==> src/rtl/spi_pkg.sv <==
// ---------------------------------------------------------------------------
// spi_pkg
//    Shared definitions for the SPI data path: the byte width, the encodings
//    of the load/shift mode select and a byte-sized type.
// ---------------------------------------------------------------------------
package spi_pkg;

   localparam int SPI_WIDTH = 8;

   localparam logic MODE_LOAD  = 1'b0;
   localparam logic MODE_SHIFT = 1'b1;

   typedef logic [SPI_WIDTH-1:0] spi_byte_t;

endpackage : spi_pkg

==> src/rtl/shift_register_8bit.sv <==
// ---------------------------------------------------------------------------
// shift_register_8bit
//    Parallel-load / serial-shift register used as the SPI sender and
//    receiver data path. A load captures P_DATA_IN; a shift moves the word
//    one place toward bit 0, discarding bit 0 and taking S_DATA_IN into the
//    MSB. The sender reads P_DATA_OUT[0] as its serial line (LSB first); the
//    receiver, after WIDTH shifts, holds the word in its original bit order.
//
// Ports
//    CLK         in   1      rising-edge clock
//    CLR         in   1      asynchronous active-low clear to RESET_VALUE
//    P_DATA_IN   in   WIDTH  parallel load data (used only when SH_LD=0)
//    S_DATA_IN   in   1      serial data into bit WIDTH-1 (used when SH_LD=1)
//    SH_LD       in   1      0 = parallel load, 1 = shift right
//    P_DATA_OUT  out  WIDTH  register contents; bit 0 is the serial output
// ---------------------------------------------------------------------------
module shift_register_8bit
   import spi_pkg::*;
#(
   parameter int               WIDTH       = SPI_WIDTH,
   parameter logic [WIDTH-1:0] RESET_VALUE = '0
) (
   input  logic             CLK,
   input  logic             CLR,
   input  logic [WIDTH-1:0] P_DATA_IN,
   input  logic             S_DATA_IN,
   input  logic             SH_LD,
   output logic [WIDTH-1:0] P_DATA_OUT
);

   logic [WIDTH-1:0] shreg_q;
   logic [WIDTH-1:0] shreg_d;

   // Load/shift mux. Anything other than an explicit load selects the shift
   // path, so P_DATA_IN never reaches the register while shifting, even when
   // it floats or carries X.
   always_comb begin
      shreg_d = shreg_q;
      if (SH_LD == MODE_LOAD) begin
         shreg_d = P_DATA_IN;
      end else begin
         shreg_d = {S_DATA_IN, shreg_q[WIDTH-1:1]};
      end
   end

   always_ff @(posedge CLK or negedge CLR) begin
      if (!CLR) begin
         shreg_q <= RESET_VALUE;
      end else begin
         shreg_q <= shreg_d;
      end
   end

   assign P_DATA_OUT = shreg_q;

endmodule : shift_register_8bit

==> config.mk <==
export PLATFORM = sky130hd
export DESIGN_NAME = shift_register_8bit
export DESIGN_NICKNAME = d
export VERILOG_FILES = /design/src/rtl/spi_pkg.sv /design/src/rtl/shift_register_8bit.sv
export SDC_FILE = /design/constraint.sdc
export NUM_CORES = 1
export LEC_CHECK = 0
export CORE_MARGIN = 2
export CORE_UTILIZATION = 25
export DETAILED_ROUTE_END_ITERATION = 10
export SKIP_LAST_GASP = 1
export SYNTH_ARGS = -nofsm -noshare
export SYNTH_HDL_FRONTEND = slang
export SYNTH_SLANG_ARGS = --single-unit
==> constraint.sdc <==
create_clock -name CLK -period 1.18 [get_ports CLK]
set_clock_uncertainty 0.2 [all_clocks]
set_input_delay 0.177 -clock CLK [delete_from_list [all_inputs] [get_ports CLK]]
set_output_delay 0.177 -clock CLK [all_outputs]
set_load 0.03 [all_outputs]
Word-level counts from Yosys, hierarchy flattened
Index checks and enable logic that the tools add are counted.

operators by class
  muxes and demuxes = 1

operator list
  operator           number
  8-bit two-way mux  1

storage, ports and cells
  output and inout port bits = 8
  input port bits = 12
  bits in registers = 8
  logic and storage cells = 2

Depth between registers and ports, before layout
  depth after elaboration = 1
  gate-level depth with buffers = 2
  gate-level depth less buffers = 1

Worst setup path after synthesis
No wires, ideal clock.

  kind = flip-flop to flip-flop
  start = register shreg_q[1], in the netlist P_DATA_OUT[1]
  end = register shreg_q[0], in the netlist P_DATA_OUT[0]
  cell stages (with the launch flop) = 2
  path slack = 0.101 ns
  clock period less this slack = 1.079 ns
  setup time = 0.125 ns
  path buffers = 0
  arrival time = 0.754 ns
  data required time = 0.855 ns
  cell sequence = dfrtp_1 > mux2_4

between the ends
  word-level cells in the longest chain between the ends = 1

ends and longest elaborated chain
  what                    line                       text
  start, declared         shift_register_8bit.sv:31  logic [WIDTH-1:0] shreg_q;
  start signal, assigned  shift_register_8bit.sv:50  shreg_q <= shreg_d;
  8-bit two-way mux       shift_register_8bit.sv:39  if (SH_LD == MODE_LOAD) begin
  net shreg_d[0]          shift_register_8bit.sv:32  logic [WIDTH-1:0] shreg_d;

The timed path passes the listed nets, and every way through them passes these cells.

Final worst setup path
  start = register shreg_q[6], in the netlist P_DATA_OUT[6]
  end = output port P_DATA_OUT[6]

RTL lines
  what           line                       text
  end, declared  shift_register_8bit.sv:28  output logic [WIDTH-1:0] P_DATA_OUT

No word-level cell between the ends.

==> impl_metrics.json <==
{
  "cts-root-buf": "clkbuf_4",
  "ioPinCount": 20,
  "wl_per_cell_um": 10.7,
  "drcViolationCount": 0,
  "pre_cts_slack_ps": -273,
  "grt_antenna_before_repair": 0,
  "slew_viol_final": 0,
  "cts_buffer_depth": 2,
  "antenna-diode-count": 0,
  "fp.dieW_um": 40.4,
  "seq_area_frac_synth_pct": 60.4,
  "dieArea_mm2": 0.00163,
  "cp.required_ps": 800,
  "instances_no_fill": 58,
  "clock-sinks": 8,
  "syn2layout_area_growth_pct": 84.2,
  "synth_seq_cells": 8,
  "start_kind": "flop",
  "drive_above_1_share_pct": 55.8,
  "clock_latency_ps": 250,
  "setup.worst_path.class": "reg2out",
  "cts_tree": "built",
  "p_leak_nw": 0.294,
  "drtAntennaViolNets": 0,
  "hold_slack_ps": 1.02,
  "grt-ovfl-total": 0,
  "track_usage_pct": 11.1,
  "cp_max_fo": 2,
  "final_area_um2": 611,
  "arrival_ps": 790,
  "core_mm2": 0.00127,
  "gp_congestion": 0.544,
  "setup_viol": 0,
  "final_nets": 57,
  "hold_violations": 0,
  "path_delay_family": "flip-flops",
  "ys_types": 3,
  "syn_inst": 17,
  "drtPass1Iterations": 2,
  "via_count": 238,
  "die-height_um": 40.4,
  "syn_area_per_cell_um2": 19.5,
  "outcome": "finished, final reports clean",
  "post_dp_cell_area_um2": 529,
  "largest_reg_flops": 8,
  "wirelength_um": 620,
  "drt_iter0_markers": 1,
  "synth_nets": 29,
  "dpl.cell_count": 51,
  "grt_pass1_vias": 237,
  "yosys_warnings": 0,
  "end_kind": "output port",
  "grt_max_degree": 9,
  "fin_crit_ps": 1160,
  "fin_crit_sh_pct": 98.6,
  "cp_num_buf_inv": 1,
  "holdBufCountCts": 0,
  "clkTransAtPathRegs_ps": 50,
  "crit_path_max_incr_delay_ps": 390,
  "start_util_pct": 26.1,
  "htreeDepth": 1,
  "timing.fmax_ghz": 0.860,
  "row_count": 13,
  "netlist_area_um2": 332,
  "vias_per_cell": 4.10,
  "port_buffers": 19,
  "vdd_drop_max_v": 0.000588,
  "cp_slowest_cell": "dfrtp_1",
  "cap_violations": 0,
  "numCtsBuffers": 3,
  "layout_setup_ws_ps": 17.0,
  "slew_headroom_pct": 76.3,
  "grt_pass1_wl_um": 1040,
  "cp_cell_sequence": "buf_6",
  "rsz0062_at_grt": "yes",
  "min_path_type": "in2async",
  "tightest_slew_ps": 355,
  "setup_tns_ps": 0,
  "p_per_area_mw_per_mm2": 1230
}
==> through the flow <==
stage	utilization, %	power (mW)
2_1_floorplan	-	0.423
3_3_place_gp	41.7	0.515
3_5_place_dp	41.7	0.517
4_1_cts	44.6	0.737
5_1_grt	48.1	0.809
6_report	48.1	0.752
==> worst paths after layout <==
check,slack [ps],end,startpoint,depth (start not counted)
worst max-delay path,20,P_DATA_OUT[6],P_DATA_OUT[6]$_DFF_PN0_,1
worst min-delay path,1,P_DATA_OUT[6]$_DFF_PN0_,CLR,1
worst max register to register,100,P_DATA_OUT[2]$_DFF_PN0_,P_DATA_OUT[3]$_DFF_PN0_,2
worst min register to register,330,P_DATA_OUT[4]$_DFF_PN0_,P_DATA_OUT[5]$_DFF_PN0_,1
max in group asynchronous,520,P_DATA_OUT[1]$_DFF_PN0_,CLR,1
min in group CLK,280,P_DATA_OUT[6]$_DFF_PN0_,SH_LD,3
==> logic make-up (layout without fill, tap and decap cells) <==
family	Yosys count	in the layout	synth area share, %
buffers and inverters	1	27	3.40
flip-flops	8	8	60.4
multiplexers	8	8	36.2
==> per-layer routing <==
layer / routed length (um) / vias to the layer above / part of all wire (%) / GRT usage [%]
met5: 0 / - / 0 / 0
met4: 21 / 0 / 3.4 / 12.5
met3: 74 / 4 / 12 / 6.67
met2: 258 / 18 / 42 / 14.7
met1: 266 / 103 / 43 / 11.1
li1: - / 113 / - / -
==> power breakdown <==
| group | total, mW | switching [mW] | internal [mW] |
|---|---|---|---|
| logic | 0.232 | 0.0916 | 0.140 |
| clock network | 0.202 | 0.0864 | 0.116 |
| registers | 0.318 | 0.0168 | 0.301 |
==> cells in the mapped netlist, drive strengths merged <==
cell type	count	area share, %
dfrtp	8	60
mux2	8	36
buf	1	3.4
==> cells in the final DEF (no fill, tap or decap), drive strengths merged <==
cell type / n
buf: 13
clkbuf: 3
dfrtp: 8
mux2: 8
dlygate4sd2: 1
clkdlybuf4s50: 10
==> timing repair <==
item	CTS	global route
setup endpoints to repair	8	8
setup buffers	0	4
resized for setup	5	4
==> cell type report <==
type / instances / area [um2]
repair buffers: 24 / 249
multi-input cells: 8 / 120
flip-flops and latches: 8 / 200
clock buffers: 3 / 22.5
well taps: 15 / 18.8
fillers: 115 / 658
Power figures use the tool's default switching activity.
